$ cat config.mk
export PLATFORM = sky130hd
export DESIGN_NAME = alu_cmd_sequencer
export DESIGN_NICKNAME = d
export VERILOG_FILES = /design/src/rtl/alu_cmd_sequencer_pkg.sv /design/src/rtl/alu_cmd_fifo.sv /design/src/rtl/alu_cmd_sequencer.sv
export SDC_FILE = /design/constraint.sdc
export NUM_CORES = 1
export LEC_CHECK = 0
export ABC_CLOCK_PERIOD_IN_PS = 3050
export CORE_MARGIN = 8
export CORE_UTILIZATION = 50
export DETAILED_ROUTE_END_ITERATION = 8
export PLACE_DENSITY_LB_ADDON = 0.15
export SETUP_SLACK_MARGIN = 0.4
export SYNTH_ARGS = -nofsm -noshare
export SYNTH_HDL_FRONTEND = slang
export SYNTH_SLANG_ARGS = --single-unit
$ cat constraint.sdc
create_clock -name clk -period 3.05 [get_ports clk]
set_input_delay 0.61 -clock clk [delete_from_list [all_inputs] [get_ports clk]]
set_output_delay 0.61 -clock clk [all_outputs]
set_load 0.01 [all_outputs]
$ cat src/rtl/alu_cmd_sequencer_pkg.sv
// Shared definitions for the ALU command front-end.
//   - alu_op_e    : opcode encoding, common with the ALU datapath
//   - seq_state_e : sequencer FSM state encoding
//   - ptr_width() : FIFO pointer width (index bits + one wrap bit)
package alu_cmd_sequencer_pkg;

    typedef enum logic [1:0] {
        OP_ADD  = 2'b00,
        OP_SUB  = 2'b01,
        OP_PAR  = 2'b10,
        OP_COMP = 2'b11
    } alu_op_e;

    typedef enum logic [2:0] {
        ST_IDLE      = 3'd0,
        ST_LOAD_A    = 3'd1,
        ST_LOAD_B    = 3'd2,
        ST_START     = 3'd3,
        ST_WAIT_DONE = 3'd4,
        ST_RESP      = 3'd5
    } seq_state_e;

    // The extra MSB distinguishes full from empty when the index bits match.
    function automatic int unsigned ptr_width(input int unsigned depth);
        return $clog2(depth) + 1;
    endfunction

endpackage

$ cat src/rtl/alu_cmd_fifo.sv
// Synchronous command FIFO.
//   clk, rst_n   : clock, async active-low reset (pointers only)
//   push, wdata  : write strobe / data; ignored while full
//   pop          : read strobe; ignored while empty
//   rdata        : head entry (combinational, valid while !empty)
//   full, empty  : occupancy flags derived from the registered pointers
module alu_cmd_fifo
    import alu_cmd_sequencer_pkg::*;
#(
    parameter int WIDTH = 18,
    parameter int DEPTH = 4
) (
    input  logic             clk,
    input  logic             rst_n,
    input  logic             push,
    input  logic [WIDTH-1:0] wdata,
    input  logic             pop,
    output logic [WIDTH-1:0] rdata,
    output logic             full,
    output logic             empty
);

    localparam int AW = $clog2(DEPTH);
    localparam int PW = ptr_width(DEPTH);

    logic [PW-1:0]                wr_ptr_q, wr_ptr_d;
    logic [PW-1:0]                rd_ptr_q, rd_ptr_d;
    logic [DEPTH-1:0][WIDTH-1:0]  mem_q;
    logic                         do_push, do_pop;

    assign do_push = push && !full;
    assign do_pop  = pop && !empty;

    always_comb begin
        wr_ptr_d = wr_ptr_q + PW'(do_push);
        rd_ptr_d = rd_ptr_q + PW'(do_pop);
    end

    always_ff @(posedge clk or negedge rst_n) begin
        if (!rst_n) begin
            wr_ptr_q <= '0;
            rd_ptr_q <= '0;
        end else begin
            wr_ptr_q <= wr_ptr_d;
            rd_ptr_q <= rd_ptr_d;
        end
    end

    // Storage needs no reset: an entry is only read after it was written.
    always_ff @(posedge clk) begin
        if (do_push) mem_q[wr_ptr_q[AW-1:0]] <= wdata;
    end

    assign rdata = mem_q[rd_ptr_q[AW-1:0]];
    assign empty = (wr_ptr_q == rd_ptr_q);
    assign full  = (wr_ptr_q[PW-1] != rd_ptr_q[PW-1]) &&
                   (wr_ptr_q[AW-1:0] == rd_ptr_q[AW-1:0]);

endmodule

$ cat src/rtl/alu_cmd_sequencer.sv
// Command front-end for the ALU datapath. Buffers {opcode, A, B} commands,
// drives each one into the datapath as store_a, store_b, start, waits for
// alu_done (or a timeout) and holds the result on a valid/ready response.
//   cmd_*        : command valid/ready input channel (cmd_ready = !full)
//   alu_data, opcode_value, store_a, store_b, start : registered datapath drive
//   alu_done, result, overflow_def : datapath completion inputs
//   rsp_*        : registered response channel; rsp_error flags a timeout
module alu_cmd_sequencer
    import alu_cmd_sequencer_pkg::*;
#(
    parameter int DATA_WIDTH = 8,
    parameter int FIFO_DEPTH = 4,
    parameter int TIMEOUT    = 16
) (
    input  logic                  clk,
    input  logic                  rst_n,
    input  logic                  cmd_valid,
    output logic                  cmd_ready,
    input  logic [1:0]            cmd_opcode,
    input  logic [DATA_WIDTH-1:0] cmd_a,
    input  logic [DATA_WIDTH-1:0] cmd_b,
    output logic [DATA_WIDTH-1:0] alu_data,
    output logic [1:0]            opcode_value,
    output logic                  store_a,
    output logic                  store_b,
    output logic                  start,
    input  logic                  alu_done,
    input  logic [DATA_WIDTH-1:0] result,
    input  logic                  overflow_def,
    output logic                  rsp_valid,
    input  logic                  rsp_ready,
    output logic [DATA_WIDTH-1:0] rsp_result,
    output logic                  rsp_overflow,
    output logic                  rsp_error
);

    localparam int CMD_W = 2 + 2 * DATA_WIDTH;
    localparam int CNT_W = $clog2(TIMEOUT + 1);

    logic             fifo_full, fifo_empty, fifo_pop;
    logic [CMD_W-1:0] fifo_head;

    alu_cmd_fifo #(
        .WIDTH (CMD_W),
        .DEPTH (FIFO_DEPTH)
    ) u_fifo (
        .clk   (clk),
        .rst_n (rst_n),
        .push  (cmd_valid),
        .wdata ({cmd_opcode, cmd_a, cmd_b}),
        .pop   (fifo_pop),
        .rdata (fifo_head),
        .full  (fifo_full),
        .empty (fifo_empty)
    );

    // Readiness comes from the registered full flag only, so a same-cycle
    // pop never opens the door for a push into a full FIFO.
    assign cmd_ready = !fifo_full;

    seq_state_e            state_q, state_d;
    logic [CNT_W-1:0]      cnt_q, cnt_d;
    logic [DATA_WIDTH-1:0] b_q, b_d;
    logic [DATA_WIDTH-1:0] alu_data_q, alu_data_d;
    logic [1:0]            opcode_q, opcode_d;
    logic                  store_a_q, store_a_d;
    logic                  store_b_q, store_b_d;
    logic                  start_q, start_d;
    logic                  rsp_valid_q, rsp_valid_d;
    logic [DATA_WIDTH-1:0] rsp_result_q, rsp_result_d;
    logic                  rsp_overflow_q, rsp_overflow_d;
    logic                  rsp_error_q, rsp_error_d;

    assign fifo_pop = (state_q == ST_IDLE) && !fifo_empty && !rsp_valid_q;

    always_comb begin
        state_d        = state_q;
        cnt_d          = cnt_q;
        b_d            = b_q;
        alu_data_d     = alu_data_q;
        opcode_d       = opcode_q;
        store_a_d      = 1'b0;
        store_b_d      = 1'b0;
        start_d        = 1'b0;
        rsp_valid_d    = rsp_valid_q;
        rsp_result_d   = rsp_result_q;
        rsp_overflow_d = rsp_overflow_q;
        rsp_error_d    = rsp_error_q;

        case (state_q)
            ST_IDLE: begin
                if (fifo_pop) begin
                    state_d    = ST_LOAD_A;
                    opcode_d   = fifo_head[CMD_W-1 -: 2];
                    alu_data_d = fifo_head[2*DATA_WIDTH-1 -: DATA_WIDTH];
                    b_d        = fifo_head[DATA_WIDTH-1:0];
                    store_a_d  = 1'b1;
                    cnt_d      = '0;
                end
            end
            ST_LOAD_A: begin
                state_d    = ST_LOAD_B;
                alu_data_d = b_q;
                store_b_d  = 1'b1;
            end
            ST_LOAD_B: begin
                state_d = ST_START;
                start_d = 1'b1;
            end
            ST_START: begin
                // The counter tallies every cycle start is high, START included,
                // so a dead datapath sees start for exactly TIMEOUT cycles.
                state_d = ST_WAIT_DONE;
                start_d = 1'b1;
                cnt_d   = CNT_W'(1);
            end
            ST_WAIT_DONE: begin
                if (alu_done) begin
                    state_d        = ST_RESP;
                    rsp_valid_d    = 1'b1;
                    rsp_result_d   = result;
                    rsp_overflow_d = overflow_def;
                    rsp_error_d    = 1'b0;
                end else if (cnt_q == CNT_W'(TIMEOUT - 1)) begin
                    state_d        = ST_RESP;
                    rsp_valid_d    = 1'b1;
                    rsp_result_d   = '0;
                    rsp_overflow_d = 1'b0;
                    rsp_error_d    = 1'b1;
                end else begin
                    start_d = 1'b1;
                    cnt_d   = cnt_q + CNT_W'(1);
                end
            end
            ST_RESP: begin
                if (rsp_ready) begin
                    state_d     = ST_IDLE;
                    rsp_valid_d = 1'b0;
                    cnt_d       = '0;
                end
            end
            default: state_d = ST_IDLE;
        endcase
    end

    always_ff @(posedge clk or negedge rst_n) begin
        if (!rst_n) begin
            state_q        <= ST_IDLE;
            cnt_q          <= '0;
            b_q            <= '0;
            alu_data_q     <= '0;
            opcode_q       <= '0;
            store_a_q      <= 1'b0;
            store_b_q      <= 1'b0;
            start_q        <= 1'b0;
            rsp_valid_q    <= 1'b0;
            rsp_result_q   <= '0;
            rsp_overflow_q <= 1'b0;
            rsp_error_q    <= 1'b0;
        end else begin
            state_q        <= state_d;
            cnt_q          <= cnt_d;
            b_q            <= b_d;
            alu_data_q     <= alu_data_d;
            opcode_q       <= opcode_d;
            store_a_q      <= store_a_d;
            store_b_q      <= store_b_d;
            start_q        <= start_d;
            rsp_valid_q    <= rsp_valid_d;
            rsp_result_q   <= rsp_result_d;
            rsp_overflow_q <= rsp_overflow_d;
            rsp_error_q    <= rsp_error_d;
        end
    end

    assign alu_data     = alu_data_q;
    assign opcode_value = opcode_q;
    assign store_a      = store_a_q;
    assign store_b      = store_b_q;
    assign start        = start_q;
    assign rsp_valid    = rsp_valid_q;
    assign rsp_result   = rsp_result_q;
    assign rsp_overflow = rsp_overflow_q;
    assign rsp_error    = rsp_error_q;

endmodule

==> metrics.yaml, run 1 <==
status: "finished clean"
post-place-ws_ps: 748.8
setup_viol: 0
drcViolationCount: 0
fmax_mhz: 391.4
grt_pass1_vias: 2662
ys_types: 39
ys_warn_count: 0
multi_input_area_um2: 1257
portBuffers: 56
cp.depth: 3
fill_cells: 660
initial_core_util: 0.5074
cp.buffers_inverters: 1
hpwlAfterDp_um: 5815
layout.nets: 375
end_kind: "output port"
reg2reg_slack_ps: 760
async_reset_ff_frac: 0.3898
rr_worst_depth: 7
power.density_nw_per_um2: 1038
rows: 35
grt_setup_unrepaired: "no"
holdWs_ps: 83.16
maxCapViolCount: 0
max-slew-margin-rel: 0.5556
numClockSinks: 118
gp_congestion: 0.7864
fin_ws_ps: 495.0
final-seq-area_um2: 3313
ys_seq_area_frac: 0.7168
p_leak_uw: 0.002286
synth.area.top_cells: "edfxtp_1, dfrtp_1, mux4_2, mux2_2, mux2i_1"
synth_top_flop_cell: "edfxtp_1"
path_max_fanout: 6
tns_ps: 0
period_share: 0.8377
worstSetupPathType: "flip-flop to output port"
clockBufferDepth: 2
first_pass_iters: 4
drv_slew: 0
crit_required_ps: 2440
antenna_left: 0
syn_to_final_growth_pct: 29.32
r2r-end: "cnt_q[0]"
ioPinCount: 57
synth_largest_area_cell: "edfxtp_1"
diodes: 0
syn_nets: 301
r2r_start: "cnt_q[0]"
viasPerCell: 5.453
ir_drop_mv: 0.4967
hold_violations: 0
gr-total-overflow: 0
antenna_found_initial: 0
grt_max_degree: 26
synth_cells: 263
yosysTopAreaCellShare: 0.4678
cts_tree: "yes"
grt_pass1_wl_um: 14120
wl_per_cell_um: 19.50
coreArea_um2: 9109
htreeDepth: 4
dieWidth_um: 112.1
tightestPinTransition_ps: 664.9
cp_cell_sequence: "xnor2_2 -> nand3_1 -> clkdlybuf4s50_1"
drive_above_1_share: 0.2143
arrival_ps: 1940
drt_iter0_drc: 123
avgSynthCellArea_um2: 17.57
root_buffer: "clkbuf_8"
die-area_um2: 12580
synth.ff_latch_count: 118
period_needed_ps: 2555
clk-insertion-delay-late_ps: 510
critPathLaunchType: "flip-flop"
path_clk_slew_ps: 60
syn_area_um2: 4622
die_y_um: 112.1
track_usage: 0.1494
path_delay_family: "buffers and inverters"
wirelength_um: 8991
clock_skew_ps: 12.28
vias: 2514
cpMaxStageDelayCell: "clkdlybuf4s50_1"
cts_buffers: 17
hp-class: "primary input to async pin"
synth-edff-count: 72
critPathMaxStageDelay_ps: 510
## kinds of logic (layout without fill, tap and decap cells)
kind of cell / count (synthesis) / in the layout / synth area share
compound gates: 33 / 33 / 0.05197
xor+xnor: 7 / 7 / 0.01327
fa+ha+maj: 6 / 6 / 0.01624
buf+inv: 16 / 103 / 0.01787
flops: 118 / 118 / 0.7168
mux: 39 / 39 / 0.1364
simple gates: 44 / 44 / 0.04738
## layer usage
layer  track usage  vias up  share of wire
li1              -     1166              -
met1        0.1671     1274           0.41
met2        0.2569       63           0.52
met3       0.05099       11          0.060
met4       0.06025        0          0.012
met5             0        -              0
## sequential cells by signal, indices dropped and copies added, names as in the netlist, 3 cells and up
| signal | count |
|---|---|
| u_fifo.mem_q | 72 |
| alu_data | 8 |
| b_q | 8 |
| rsp_result | 8 |
| cnt_q | 5 |
| state_q | 3 |
| u_fifo.rd_ptr_q | 3 |
| u_fifo.wr_ptr_q | 3 |
## placed cells by master, fill, tap and decap left out, types with 3 or more instances in the layout
master	n
xor2_1	4
nor2_1	14
mux2i_1	9
edfxtp_1	72
dfrtp_1	46
clkdlybuf4s50_1	55
a21oi_1	10
bufinv_16	4
mux2_2	9
clkinv_4	5
buf_4	10
ha_1	6
mux2_1	3
inv_1	5
o21ai_0	3
mux4_2	18
a22o_1	9
nand2_1	12
clkbuf_16	16
## stage by stage
stage / area, um^2 / utilization / power (uW) / std cells
final: 5977 / 0.6562 / 6203 / 461
after global routing: 5977 / 0.6562 / 6498 / 461
after floorplan: 4627 / - / 3464 / 263
after global placement: 5344 / 0.5867 / 4138 / 429
after CTS: 5977 / 0.6562 / 6283 / 461
after detailed placement: 5344 / 0.5867 / 4178 / 429
## cell usage after synthesis (3+ instances only)
cell type	number
nand2_1	12
mux2_1	3
ha_1	6
mux4_2	18
a21oi_1	10
xnor2_1	3
inv_1	5
xor2_1	4
a22o_1	9
buf_2	6
edfxtp_1	72
dfrtp_1	46
nor2_1	14
o21ai_0	3
mux2_2	9
nor3b_1	3
mux2i_1	9
## power by group
| part | internal [uW] | switching [uW] |
|---|---|---|
| clock | 1340 | 716 |
| sequential | 2190 | 252 |
| combinational | 890 | 815 |
| total | 4420 | 1780 |
## what timing repair did
item | CTS | global route
buffers inserted | 0 | 0
setup endpoints to repair | 1 | 0
hold buffers | 0 | 0
resized for setup | 2 | 0
## worst max path at each step
stage / endpoint / slack (ps) / startpoint
2_1_floorplan: u_fifo.mem_q[18] / 750 / u_fifo.rd_ptr_q[1]
3_3_place_gp: u_fifo.mem_q[56] / 800 / cmd_valid
3_5_place_dp: u_fifo.mem_q[66] / 750 / cmd_valid
4_1_cts: cmd_ready / 480 / u_fifo.wr_ptr_q[1]
5_1_grt: cmd_ready / 400 / u_fifo.wr_ptr_q[1]
6_report: cmd_ready / 500 / u_fifo.wr_ptr_q[0]
## cell type report
| type | count | share of cell area |
|---|---|---|
| Clock inverter | 13 | 0.03287 |
| Inverter | 5 | 0.003140 |
| Tap cell | 111 | 0.02324 |
| Sequential cell | 118 | 0.5543 |
| Clock buffer | 19 | 0.07055 |
| Multi-Input combinational cell | 129 | 0.2104 |
| Timing Repair Buffer | 66 | 0.1055 |
Note: power is estimated with default switching activity, not from simulation.
==> run 2: changes to the inputs <==
ABC_CLOCK_PERIOD_IN_PS = 2600   (was 3050)
CORE_UTILIZATION = 55   (was 50)
clock period = 2.6 ns   (was 3.05 ns; I/O delays follow)
==> metrics.yaml, run 2 (same netlist as run 1, synthesis figures left out) <==
max-slew-margin-rel: 0.5703  # +0.01465
layout_common_cells: "edfxtp_1, clkdlybuf4s50_1, dfrtp_1"
gp_congestion: 0.7972  # +1.4%
clk-insertion-delay-late_ps: 520  # about the same
largest_reg_flops: 72  # unchanged
total_power_uw: 7245  # +17%
antenna_left: 0  # unchanged
numClockSinks: 118  # unchanged
viasPerCell: 5.616  # +3.0%
vias: 2617  # +4.1%
final_common_cell: "edfxtp_1"
syn_to_final_growth_pct: 30.75
status: "finished clean"
clockBufferDepth: 2  # unchanged
gr-total-overflow: 0  # unchanged
worstSetupPathType: "flip-flop to flip-flop"
grt_max_degree: 47  # +81%
grt_pass1_vias: 2842  # +6.8%
clock_skew_ps: 9.966  # -2.316 ps
die_y_um: 107.7  # -4.0%
first_pass_iters: 4  # unchanged
grt_setup_unrepaired: "no"
internal_power_uw: 5044  # +14%
drt_iter0_drc: 90  # -27%
layout.nets: 386  # +2.9%
p_leak_uw: 0.002298  # +0.51%
wl_per_cell_um: 20.09  # +3.0%
p_sw_frac: 0.3037  # +0.01639
portBuffers: 56  # unchanged
track_usage: 0.1752  # +0.02584
grt_pass1_wl_um: 14930  # +5.7%
end_kind: "flip-flop"
diodes: 0  # unchanged
rows: 33  # -5.7%
ioPinCount: 57  # unchanged
clkPwrFrac: 0.294  # -0.037
dieWidth_um: 107.7  # -4.0%
hpwlAfterDp_um: 5653  # -2.8%
path_clk_slew_ps: 50  # about the same
htreeDepth: 4  # unchanged
hp-class: "flip-flop to flip-flop"
fill_cells: 500  # -24%
wirelength_um: 9360  # +4.1%
critPathLaunchType: "flip-flop"
coreArea_um2: 8175  # -10%
fmax_mhz: 467.3
drcViolationCount: 0  # unchanged
path_max_fanout: 4  # -2
cts_tree: "yes"
cts_buffers: 17  # unchanged
arrival_ps: 2530  # +590 ps
root_buffer: "clkbuf_8"
antenna_found_initial: 0  # unchanged
initial_core_util: 0.5654  # +0.05793
p_seq_frac: 0.400  # +0.006
power.density_nw_per_um2: 1199  # +16%
drv_slew: 0  # unchanged
drive_above_1_share: 0.2632  # +0.04887
hold_violations: 0  # unchanged
comb_power_share: 0.306  # +0.031
p_sw_uw: 2200  # +23%
maxCapViolCount: 0  # unchanged
die-area_um2: 11590  # -7.8%
tightestPinTransition_ps: 643.0  # -21.92 ps
crit_required_ps: 2990  # +550 ps
period_share: 0.8231
period_needed_ps: 2140
tns_ps: 0  # unchanged
setup_viol: 0  # unchanged
ir_drop_mv: 0.8086  # +63%
finish.utilization: 0.7392  # +0.08303
## run 2: cell count changes in the layout (fill, tap and decap cells not counted), moves of 3 or more
cell,before,now
buf_4,10,18
clkinvlp_4,2,6
dfrtp_1,46,42
dfrtp_2,0,4
bufinv_16,4,1
clkinv_4,5,2
## run 2: worst paths after layout
| path | startpoint | end | slack, ps | depth (start not counted) |
|---|---|---|---|---|
| min in group asynchronous | rst_n | state_q[1] | 510 | 3 |
| min | rsp_result[6] | rsp_result[6] | 500 | 1 |
| max reg2reg | cnt_q[1] | cnt_q[0] | 460 | 7 |
| max in group asynchronous | rst_n | u_fifo.wr_ptr_q[0] | 1820 | 3 |
| max | cnt_q[1] | cnt_q[0] | 460 | 7 |
| min reg2reg | rsp_result[6] | rsp_result[6] | 500 | 1 |
## run 2: layout make-up
type | count | area [um^2] | share of cell area
clock buffer | 18 | 417.9 | 0.06915
clock inverter | 14 | 127.6 | 0.02112
inverter | 5 | 18.77 | 0.003106
multi-input combinational | 129 | 1299 | 0.2149
sequential | 118 | 3318 | 0.5491
tap | 105 | 131.4 | 0.02174
timing repair buffer | 77 | 730.7 | 0.1209
## run 2: power by group through the flow
| stage | clock (uW) | sequential (uW) | combinational, uW |
|---|---|---|---|
| 2_1_floorplan | 0 | 2870 | 1190 |
| 3_3_place_gp | 0 | 2880 | 1960 |
| 3_5_place_dp | 0 | 2910 | 2000 |
| 4_1_cts | 2160 | 2900 | 2210 |
| 5_1_grt | 2240 | 2950 | 2380 |
| 6_report | 2130 | 2900 | 2220 |
## run 2: metrics by stage
step / instances / setup WS, ps / cell area (um^2) / hold slack (ps)
2_1_floorplan: 263 / 297.1 / 4629 / 224.4
3_3_place_gp: 424 / 365.6 / 5359 / 473.6
3_5_place_dp: 424 / 316.5 / 5359 / 485.5
4_1_cts: 464 / 417.6 / 6015 / 502.4
5_1_grt: 466 / 390.4 / 6043 / 522.1
6_report: 466 / 459.8 / 6043 / 499.4
## run 2: layer usage
layer	vias to the layer above	track usage	share of wire
met5	-	0	0
met4	0	0.09019	0.021
met3	19	0.05509	0.047
met2	85	0.2978	0.53
met1	1323	0.1934	0.41
li1	1190	-	-
## run 2: what timing repair did
| action | CTS | global route |
|---|---|---|
| buffers inserted | 7 | 2 |
| resized for setup | 11 | 4 |
| endpoints found under the hold margin | 46 | 0 |
| pin swaps | 3 | 4 |
| hold buffers | 1 | 0 |
| endpoints found under the setup margin | 3 | 6 |
## run 2: worst max-delay path, stage by stage, from the launching register on
cell and delay [ps]:
dfrtp_1 400, ha_2 200, and3_1 180, ha_2 190, or4_1 400, o211ai_1 180
o21ai_2 150, mux2_4 320
==> run 3: changes to the inputs <==
ABC_CLOCK_PERIOD_IN_PS = 1800   (was 2600)
CORE_UTILIZATION = 50   (was 55)
clock period = 1.8 ns   (was 2.6 ns; I/O delays follow)
==> metrics.yaml, run 3 (same netlist as run 1, synthesis figures left out) <==
power.density_nw_per_um2: 1764  # +47%
cts_tree: "yes"
dieWidth_um: 112.1  # +4.2%
cts_buffers: 17  # unchanged
initial_core_util: 0.5074  # -0.05793
period_needed_ps: 2131  # -8.748 ps
root_buffer: "clkbuf_8"
holdWs_ps: 334.8  # -164.7 ps
gr-total-overflow: 0  # unchanged
fin_ws_ps: -331.4  # -791.3 ps
first_pass_iters: 5  # +1
ioPinCount: 57  # unchanged
fmax_mhz: 469.2  # +0.41%
ir_drop_mv: 0.9713  # +20%
path_max_fanout: 3  # -1
antenna_left: 0  # unchanged
die-area_um2: 12580  # +8.5%
period_share: 1.184  # +0.3610
numClockSinks: 118  # unchanged
clock_skew_ps: 8.394  # -1.572 ps
fill_cells: 452  # -9.6%
gp_congestion: 0.7661  # -3.9%
finish.utilization: 0.8117  # +0.07247
post-place-ws_ps: -262.8  # -579.3 ps
layout.nets: 462  # +20%
max-slew-margin-rel: 0.6592  # +0.08896
clockBufferDepth: 2  # unchanged
path_clk_slew_ps: 60  # about the same
hpwlAfterDp_um: 6057  # +7.2%
place_area_um2: 5762  # +7.5%
final_common_cell: "edfxtp_1"
grt_setup_unrepaired: "yes"
htreeDepth: 4  # unchanged
drive_above_1_share: 0.5103  # +0.2471
largest_reg_flops: 72  # unchanged
setup_viol: 101  # +101
syn_to_final_growth_pct: 59.96
antenna_found_initial: 0  # unchanged
violations: "negative setup slack"
status: "complete, but fails checks"
crit_required_ps: 2210  # -780 ps
fin_area_um2: 7393  # +22%
vias: 3069  # +17%
p_leak_uw: 0.002965  # +29%
track_usage: 0.2087  # +0.03345
maxCapViolCount: 0  # unchanged
grt_max_degree: 29  # -38%
clk-insertion-delay-late_ps: 530  # about the same
die_y_um: 112.1  # +4.2%
wl_per_cell_um: 23.22  # +16%
diodes: 0  # unchanged
tns_ps: -13620  # -13620 ps
coreArea_um2: 9109  # +11%
drcViolationCount: 0  # unchanged
end_kind: "flip-flop"
drv_slew: 0  # unchanged
rows: 35  # +6.1%
viasPerCell: 5.600  # -0.28%
layout_common_cells: "edfxtp_1, buf_4, dfrtp_1"
portBuffers: 56  # unchanged
critPathLaunchType: "flip-flop"
arrival_ps: 2540  # about the same
hp-class: "primary input to async pin"
hold_violations: 0  # unchanged
grt_pass1_vias: 3364  # +18%
worstSetupPathType: "flip-flop to flip-flop"
tightestPinTransition_ps: 511.1  # -131.9 ps
wirelength_um: 12730  # +36%
grt_pass1_wl_um: 19290  # +29%
drt_iter0_drc: 247  # +170%
==> run 3: path summary, 6_finish.rpt <==
path | slack [ps] | cells after the start | endpoint | from
worst max register to register | -330 | 8 | cnt_q[1] | cnt_q[1]
worst max-delay path | -330 | 8 | cnt_q[1] | cnt_q[1]
min in group clk | 450 | 2 | rsp_result[5] | result[5]
max in group asynchronous | 930 | 3 | rsp_result[7] | rst_n
worst min-delay path | 330 | 2 | rsp_valid | rst_n
worst min register to register | 500 | 1 | rsp_result[7] | rsp_result[7]
==> run 3: critical path: stages, from the launching register on <==
cell and delay (ps):
dfrtp_1 400, ha_2 190, and3_4 180, ha_4 150, or4_1 400, o211ai_1 190
o21ai_2 150, buf_4 170, mux2i_4 180
==> run 3: what timing repair did <==
action                                 in CTS  in global routing
endpoints found under the hold margin      18                  0
pin swaps                                  16                 15
cloned                                     13                  2
setup buffers                              37                 17
setup endpoints to repair                 138                140
resized for setup                         142                 37
hold buffers                                1                  0
==> run 3: area by class of cell <==
cell class	count	area (um^2)	share of cell area
sequential	118	3322	0.4493
timing repair buffer	151	1734	0.2346
multi-input combinational	131	1592	0.2153
clock buffer	24	490.5	0.06634
tap	111	138.9	0.01878
clock inverter	8	97.59	0.01320
inverter	5	18.77	0.002539
==> run 3: power breakdown <==
part	internal, uW	switching, uW	total [uW]
logic	3220	2300	5520
clock network	2150	1180	3330
registers	3740	459	4200
total	9100	3940	13000
==> run 3: through the flow <==
step | instances | power (uW)
detailed placement | 446 | 7827
finish | 548 | 13040
global placement | 446 | 7721
CTS | 529 | 12320
floorplan | 263 | 6304
global route | 548 | 13580
==> run 3: layer usage <==
metal / vias to the layer above / track usage / share of wire
li1: 1344 / - / -
met3: 26 / 0.07193 / 0.061
met5: - / 0 / 0
met4: 0 / 0.1043 / 0.025
met1: 1578 / 0.2328 / 0.39
met2: 121 / 0.3501 / 0.53
